### src/rtl/display_ctrl.sv
// Numeric display and feedback unit: double-dabble BCD conversion, multiplexed
// 7-segment scanning with blanking/sign/error glyphs, and a retriggerable monostable.
module display_ctrl #(
   parameter int DIGITS   = 4,
   parameter int DATA_W   = 16,
   parameter int SCAN_DIV = 50000,
   parameter int ACK_LEN  = 250000,
   parameter int ERR_LEN  = 25000000
) (
   input  logic              Clock,
   input  logic              Reset,
   input  logic [DATA_W-1:0] data,
   input  logic [1:0]        cmd,
   output logic              busy,
   output logic [DIGITS-1:0] SD,
   output logic [7:0]        SEG,
   output logic [7:0]        LD,
   output logic              Buzz
);

   localparam int IW     = $clog2(DIGITS);
   localparam int BW     = 4 * DIGITS;
   localparam int STW    = $clog2(DATA_W + 1);
   localparam int SW     = $clog2(SCAN_DIV + 1);
   localparam int MAXLEN = (ERR_LEN > ACK_LEN) ? ERR_LEN : ACK_LEN;
   localparam int MW     = $clog2(MAXLEN + 1);
   localparam longint MAXV = longint'(10) ** DIGITS - 1;
   localparam longint MINV = -(longint'(10) ** (DIGITS - 1) - 1);

   localparam logic [7:0] GLYPH_E     = 8'b01100001;
   localparam logic [7:0] GLYPH_MINUS = 8'b11111101;
   localparam logic [7:0] GLYPH_BLANK = 8'hFF;

   typedef enum logic [1:0] {IDLE, CONV, COMMIT} state_t;
   typedef enum logic [1:0] {CMD_NONE, CMD_NUM, CMD_ACK, CMD_ERR} cmd_t;

   state_t            state, state_n;
   logic [DATA_W-1:0] mag, mag_n, mag_in;
   logic              sign_r, sign_n;
   logic [BW-1:0]     bcd, bcd_n, bcd_adj;
   logic [STW-1:0]    step, step_n;
   logic [BW-1:0]     disp_bcd, disp_bcd_n;
   logic              disp_neg, disp_neg_n;
   logic              err, err_n;
   logic [MW-1:0]     mono_cnt, mono_n;
   logic [SW-1:0]     scan_cnt;
   logic [IW-1:0]     scan_idx;
   logic [IW-1:0]     ms;
   logic [7:0]        glyph [DIGITS];
   logic [DIGITS-1:0] sd_n;
   logic signed [63:0] data_ext;
   logic              in_range;

   function automatic logic [7:0] seg7(input logic [3:0] n);
      case (n)
         4'd0:    seg7 = 8'b00000011;
         4'd1:    seg7 = 8'b10011111;
         4'd2:    seg7 = 8'b00100101;
         4'd3:    seg7 = 8'b00001101;
         4'd4:    seg7 = 8'b10011001;
         4'd5:    seg7 = 8'b01001001;
         4'd6:    seg7 = 8'b01000001;
         4'd7:    seg7 = 8'b00011111;
         4'd8:    seg7 = 8'b00000001;
         4'd9:    seg7 = 8'b00001001;
         default: seg7 = 8'hFF;
      endcase
   endfunction

   assign data_ext = {{(64-DATA_W){data[DATA_W-1]}}, data};
   assign in_range = (data_ext >= MINV) && (data_ext <= MAXV);
   assign mag_in   = data[DATA_W-1] ? (~data + DATA_W'(1)) : data;

   always_comb begin
      bcd_adj = bcd;
      for (int unsigned i = 0; i < DIGITS; i++) begin
         if (bcd[4*i +: 4] >= 4'd5) bcd_adj[4*i +: 4] = bcd[4*i +: 4] + 4'd3;
      end
   end

   always_ff @(posedge Clock or posedge Reset) begin
      if (Reset) begin
         state    <= IDLE;
         mag      <= '0;
         sign_r   <= 1'b0;
         bcd      <= '0;
         step     <= '0;
         disp_bcd <= '0;
         disp_neg <= 1'b0;
         err      <= 1'b0;
         mono_cnt <= '0;
      end else begin
         state    <= state_n;
         mag      <= mag_n;
         sign_r   <= sign_n;
         bcd      <= bcd_n;
         step     <= step_n;
         disp_bcd <= disp_bcd_n;
         disp_neg <= disp_neg_n;
         err      <= err_n;
         mono_cnt <= mono_n;
      end
   end

   // Commit is suppressed whenever a NUM lands on it, valid or not.
   always_comb begin
      state_n    = state;
      mag_n      = mag;
      sign_n     = sign_r;
      bcd_n      = bcd;
      step_n     = step;
      disp_bcd_n = disp_bcd;
      disp_neg_n = disp_neg;
      err_n      = err;
      mono_n     = (mono_cnt != '0) ? mono_cnt - MW'(1) : mono_cnt;

      case (state)
         CONV: begin
            bcd_n  = {bcd_adj[BW-2:0], mag[DATA_W-1]};
            mag_n  = mag << 1;
            step_n = step + STW'(1);
            if (step == STW'(DATA_W - 1)) state_n = COMMIT;
         end
         COMMIT: begin
            if (cmd != CMD_NUM) begin
               disp_bcd_n = bcd;
               disp_neg_n = sign_r;
               err_n      = 1'b0;
               state_n    = IDLE;
            end
         end
         default: ;
      endcase

      case (cmd)
         CMD_NUM: begin
            if (in_range) begin
               state_n = CONV;
               mag_n   = mag_in;
               sign_n  = data[DATA_W-1];
               bcd_n   = '0;
               step_n  = '0;
            end else begin
               state_n = IDLE;
               err_n   = 1'b1;
               mono_n  = MW'(ERR_LEN);
            end
         end
         CMD_ACK: begin
            err_n  = 1'b0;
            mono_n = MW'(ACK_LEN);
         end
         CMD_ERR: begin
            err_n  = 1'b1;
            mono_n = MW'(ERR_LEN);
         end
         default: ;
      endcase
   end

   assign busy = (state != IDLE);
   assign LD   = {8{mono_cnt != '0}};
   assign Buzz = (mono_cnt == '0);

   always_comb begin
      ms = '0;
      for (int unsigned i = 0; i < DIGITS; i++) begin
         if (disp_bcd[4*i +: 4] != 4'd0) ms = IW'(i);
      end
      for (int unsigned i = 0; i < DIGITS; i++) begin
         if (err)
            glyph[i] = GLYPH_E;
         else if (IW'(i) <= ms)
            glyph[i] = seg7(disp_bcd[4*i +: 4]);
         else if (disp_neg && ((IW+1)'(i) == ({1'b0, ms} + (IW+1)'(1))))
            glyph[i] = GLYPH_MINUS;
         else
            glyph[i] = GLYPH_BLANK;
      end
      sd_n           = '1;
      sd_n[scan_idx] = 1'b0;
   end

   always_ff @(posedge Clock or posedge Reset) begin
      if (Reset) begin
         SD       <= '1;
         SEG      <= 8'hFF;
         scan_cnt <= '0;
         scan_idx <= IW'(DIGITS - 1);
      end else begin
         SD  <= sd_n;
         SEG <= glyph[scan_idx];
         if (scan_cnt == SW'(SCAN_DIV - 1)) begin
            scan_cnt <= '0;
            scan_idx <= (scan_idx == '0) ? IW'(DIGITS - 1) : scan_idx - IW'(1);
         end else begin
            scan_cnt <= scan_cnt + SW'(1);
         end
      end
   end

endmodule

### config.mk
export PLATFORM = sky130hd
export DESIGN_NAME = display_ctrl
export DESIGN_NICKNAME = d
export VERILOG_FILES = /design/src/rtl/display_ctrl.sv
export SDC_FILE = /design/constraint.sdc
export NUM_CORES = 1
export LEC_CHECK = 0
export CAP_MARGIN = 30
export CORE_MARGIN = 3
export CORE_UTILIZATION = 45
export CTS_CLUSTER_DIAMETER = 120
export DETAILED_ROUTE_END_ITERATION = 12
export GPL_ROUTABILITY_DRIVEN = 0
export GPL_TIMING_DRIVEN = 0
export PLACE_DENSITY = 0.6
export SLEW_MARGIN = 20
export SYNTH_ARGS = -nofsm -noshare
export SYNTH_HDL_FRONTEND = slang
export SYNTH_SLANG_ARGS = --single-unit
### constraint.sdc
create_clock -name Clock -period 5.9 [get_ports Clock]
set_input_delay 1.18 -clock Clock [delete_from_list [all_inputs] [get_ports Clock]]
set_output_delay 1.18 -clock Clock [all_outputs]
set_load 0.03 [all_outputs]
# Word-level counts from Yosys, hierarchy flattened

Memory sizes are Yosys's and may differ from the RTL's.
Cells that the tools add are included.

Flip-flop bits (word level): 113
ROM bits: 448
Bits of input ports: 20
Output and inout bits: 22
Word-level logic and storage cells: 122
Memories: 4

Add/subtract/negate cells: 10
Order comparisons: 13
Eq/ne operators: 13
Mux-type cells: 48
Bitwise operators: 3
Reductions and logical operators: 18

Memory list:

| name            | words | width | rd ports | clocked after Yosys merged registers in | write ports | line | source |
|---|---|---|---|---|---|---|---|
| (no name shown) | 16    | 7     | 1        | 0                                       | 0           | 55   | `case (n)` |
| (no name shown) | 16    | 7     | 1        | 0                                       | 0           | 55   |  |
| (no name shown) | 16    | 7     | 1        | 0                                       | 0           | 55   |  |
| (no name shown) | 16    | 7     | 1        | 0                                       | 0           | 55   |  |

Operator list:

| kind                  | number |
|---|---|
| $mux 16               | 8 |
| $mux 8                | 10 |
| $pmux 25 s3           | 1 |
| $mux 25               | 2 |
| $add 16x1->16 const B | 2 |
| $logic_not 25->1      | 1 |
| $reduce_bool 25->1    | 1 |
| $sub 25x1->25 const B | 1 |
| $mux 2                | 10 |
| $bmux 8 s2            | 1 |
| $eq 16x16->1 const B  | 1 |
| $ge 16x11->1 const B  | 1 |
| $ge 4x3->1 const B    | 4 |
| $le 16x15->1 const B  | 1 |
| $not 16->16           | 1 |
| $mux 5                | 3 |
| $add 4x2->4 const B   | 3 |
| $mux 4                | 3 |
| $reduce_bool 4->1     | 3 |
| $eq 2x2->1 const B    | 3 |
| $eq 2x3->1 const A    | 2 |
| $logic_and 1x1->1     | 6 |
| $mux 1                | 6 |
| $ne 3x3->1 const B    | 2 |
| other kinds (25)      | 29 |

# Longest topological paths before layout

Depth in word-level cells: 13
Mapped depth: 9
Depth with buffers taken out: 8

# Least setup slack after synthesis

Ideal clock, no wire load.

Path kind: register -> output
Start point: register mono_cnt[0]
End point: output port LD[1]
Data arrival time: 1.779 ns
Data required time: 4.720 ns
Path slack: 2.941 ns
Cell stages (with the launch flop): 8
Buffers on the path: 2
Cells stage by stage: dfrtp_1 > inv_1 > ha_1 > nor4b_1 > nand4_1 > or2_1 > buf_2 > buf_4

Cells in the longest elaborated chain, start to end: 1

RTL lines:

| what                   | line | source |
|---|---|---|
| start, declared        | 45   | `logic [MW-1:0] mono_cnt, mono_n;` |
| start signal, assigned | 101  | `mono_cnt <= mono_n;` |
| $reduce_bool 25->1     | 162  | `assign LD = {8{mono_cnt != '0}};` |
| end, declared          | 17   | `output logic [7:0] LD,` |

No other way between the ends.

# Final worst setup path

Start point: register mono_cnt[0]
End point: output port Buzz

Cells in the longest elaborated chain, start to end: 1

RTL lines:

| what             | line | source |
|---|---|---|
| $logic_not 25->1 | 163  | `assign Buzz = (mono_cnt == '0);` |
| end, declared    | 18   | `output logic Buzz` |

No other way between the ends.

==> impl_metrics.py <==
metrics = {
    "status": {
        "status": "complete, no violations",
    },
    "global_route": {
        "overflow": 0,
        "grt_pass1_vias": 5156,
        "antenna_found_initial": 0,
        "grt_util_met2_pct": 29.9,
        "grtUsageMet3_pct": 2.53,
        "busiest_layer": "met2",
        "grt.met1_usage_pct": 23.6,
        "grt_usage_pct": 18.0,
        "grt_pass1_wl_um": 24300,
        "grt_max_degree": 81,
    },
    "drt": {
        "drc": 0,
        "routed_wl_um": 14300,
        "drt_first_pass_iters": 5,
        "drt_iter0_markers": 262,
        "wl_per_cell_um": 15.0,
        "ant_nets": 0,
        "vias": 5205,
        "via_per_inst": 5.46,
    },
    "synth": {
        "synthArstFlopShare_pct": 100,
        "yosysMostFrequentCell": "dfrtp_1",
        "synth_cells": 712,
        "synth.cell_area_um2": 6770,
        "synth.mux.area_fraction_pct": 7.04,
        "synth-seq-area-share_pct": 41.6,
        "synth_area_per_cell_um2": 9.51,
        "synth_compound_area_share_pct": 13.5,
        "dominantRegCellSynth": "dfrtp_1",
        "synth_top_family_by_area": "simple AND/OR/NAND/NOR gates",
        "synth.top_cells.by_count": "dfrtp_1, nand2_1, nor2_1, a21oi_1, ha_1",
        "yosys.area_share.adder_pct": 7.21,
        "ys_seq_elements": 112,
        "synth_edf_count": 0,
        "synthDistinctLibCells": 69,
        "synth-xor-area-share_pct": 5.95,
        "synth.largest_area_cell": "dfrtp_1",
        "synthSimpleGateAreaFrac_pct": 19.8,
        "yosysTopAreaCellShare_pct": 36.6,
        "yosysWarnings": 0,
        "synth_area_leaders": "dfrtp_1, ha_1, dfstp_2",
        "syn_nets": 771,
    },
    "floorplanning": {
        "die_h_um": 129,
        "ios": 42,
        "rows": 44,
        "fp.dieW_um": 129,
        "dieArea_um2": 16600,
        "core_um2": 14600,
        "start_util_pct": 46.2,
    },
    "cells_and_area": {
        "nNetsFinal": 823,
        "syn_to_final_growth_pct": 13.9,
        "drive_above_1_share_pct": 9.75,
        "fill_cells": 1376,
        "antenna_cells": 0,
    },
    "setup_path": {
        "setup.worst_path.start_class": "flop",
        "cp-end-kind": "output port",
        "cp_data_arrival_time_ns": 2.93,
        "cp_max_fo": 13,
        "required_ns": 4.72,
        "critical_path_class": "flop to output port",
    },
    "min_path": {
        "hp-class": "flop to flop",
    },
    "timing": {
        "setup_viol": 0,
        "relSlewSlack_pct": 54.7,
        "fin_worst_hold_slack_ns": 0.457,
        "worst_pin_slew_ns": 0.679,
        "hold_viol": 0,
        "finalCritPeriodShare_pct": 69.7,
        "grt_setup_unrepaired": "false",
        "period_needed_ns": 4.11,
        "setup_tns_ns": 0,
        "finClkSkew_ns": 0.00747,
        "max_freq_mhz": 243,
        "slew_violations": 0,
    },
    "cts": {
        "cts_tree": "yes",
        "cts.reportedPaths.clkPinSlew_ns": 0.07,
        "cts_resized": 0,
        "cts_buffer_depth": 2,
        "htreeDepth": 3,
        "clk_latency_ns": 0.35,
        "post_cts_buffers": 0,
        "cts_buffers": 9,
        "root_buffer": "clkbuf_16",
        "clock_sinks": 112,
        "postCtsHoldBufs": 0,
    },
    "pwr": {
        "clockPowerShare_pct": 25.7,
        "p_switching_uw": 779,
        "pwr-share-seq_pct": 45.9,
        "comb_power_share_pct": 28.3,
        "swShare_pct": 34.1,
        "cellPowerDensity_nw_per_um2": 296,
        "p_leak_uw": 0.00317,
        "ir_drop_mv": 0.145,
        "internal_power_uw": 1500,
    },
    "placed_design": {
        "dp_hpwl_um": 10500,
        "portBuffers": 40,
    },
    "job": {
        "drv_cap": 0,
    },
}
==> through the flow <==
stage	std cells	cell area [um^2]	total power [uW]	setup slack, ns	utilization [%]
finish	953	7710	2280	1.79	52.7
global route	953	7710	2440	1.55	52.7
CTS	953	7710	2300	1.78	52.7
detailed placement	937	7430	1710	2.20	50.8
global placement	936	7400	1670	0.179	50.5
floorplan	712	6770	1530	1.78	-
==> power groups by stage <==
stage               registers (uW)  clock network [uW]  logic, uW
finish                        1050                 587        646
global route                  1070                 634        731
CTS                           1050                 603        652
detailed placement            1060                   0        647
global placement              1050                   0        622
floorplan                     1030                   0        498
==> per-layer routing <==
metal  up-vias  routed length [um]
met3        24                 408
li1       2576                   -
met5         -                   0
met4         0                 356
met2        96                6880
met1      2509                6690
==> kinds of logic (layout without fill, tap and decap cells) <==
group / after synthesis / in the layout
AO/OA/AOI/OAI: 148 / 148
adder cells (fa/ha/maj): 39 / 39
other: 1 / 1
buffers and inverters: 76 / 133
XOR/XNOR: 46 / 46
multiplexers: 46 / 46
flip-flops: 112 / 112
AND/OR/NAND/NOR: 244 / 244
==> layout make-up <==
| type | count | area (um^2) | area share [%] |
|---|---|---|---|
| multi-input cells | 524 | 3630 | 47.0 |
| flip-flops and latches | 112 | 2820 | 36.5 |
| repair buffers | 41 | 428 | 5.55 |
| well taps | 184 | 230 | 2.98 |
| clock buffers | 9 | 225 | 2.92 |
| plain buffers | 41 | 194 | 2.51 |
| inverters | 35 | 136 | 1.77 |
| clock inverters | 7 | 55.1 | 0.714 |
==> path summary, 6_finish.rpt <==
| kind | cells after the start | end | slack, ns | from |
|---|---|---|---|---|
| worst min-delay path | 1 | scan_cnt[0] | 0.46 | scan_cnt[0] |
| worst max-delay path | 8 | Buzz | 1.79 | mono_cnt[0] |
| worst max register to register | 7 | SEG[7] | 3.52 | disp_bcd[9] |
| worst min register to register | 1 | scan_cnt[0] | 0.46 | scan_cnt[0] |
| min in group asynchronous | 2 | bcd[2] | 1.17 | Reset |
| max in group asynchronous | 3 | scan_cnt[5] | 4.04 | Reset |
==> worst max-delay path, cell delays in order, from the launching register on <==
cell             delay, ns
dfrtp_1               0.37
inv_1                 0.09
ha_1                  0.19
nor4b_1               0.43
nand4_1               0.27
or2_1                 0.27
buf_2                 0.20
inv_2                 0.09
clkdlybuf4s50_1       0.67
==> registers in the layout (all words and copies together), names as in the netlist <==
signal / count
disp_neg: 1
err: 1
scan_idx: 2
SEG: 7
bcd: 16
mono_cnt: 25
mag: 16
state: 2
SD: 4
sign_r: 1
scan_cnt: 16
step: 5
disp_bcd: 16
==> layout by cell type, fill, tap and decap left out, types with 4 or more instances in the layout <==
master / n
o21ai_0: 38
xnor2_1: 20
nand3b_1: 7
xor2_1: 26
nand4b_1: 4
nor2_1: 54
nor2b_1: 12
clkbuf_1: 24
nand3_1: 12
o221ai_1: 5
nand2_1: 62
mux2_2: 12
mux2i_1: 33
and3_1: 4
o21ai_1: 10
buf_2: 8
dfrtp_1: 99
nor3b_1: 10
nand4_1: 8
and2_1: 4
o21a_1: 4
a211oi_1: 11
clkbuf_16: 9
inv_1: 32
buf_4: 8
a21oi_1: 42
nor3_1: 15
clkdlybuf4s50_1: 40
o211ai_1: 6
dfstp_2: 13
or3_1: 5
o22ai_1: 5
nand2b_1: 21
ha_1: 39
Note: power is estimated with default switching activity, not from simulation.
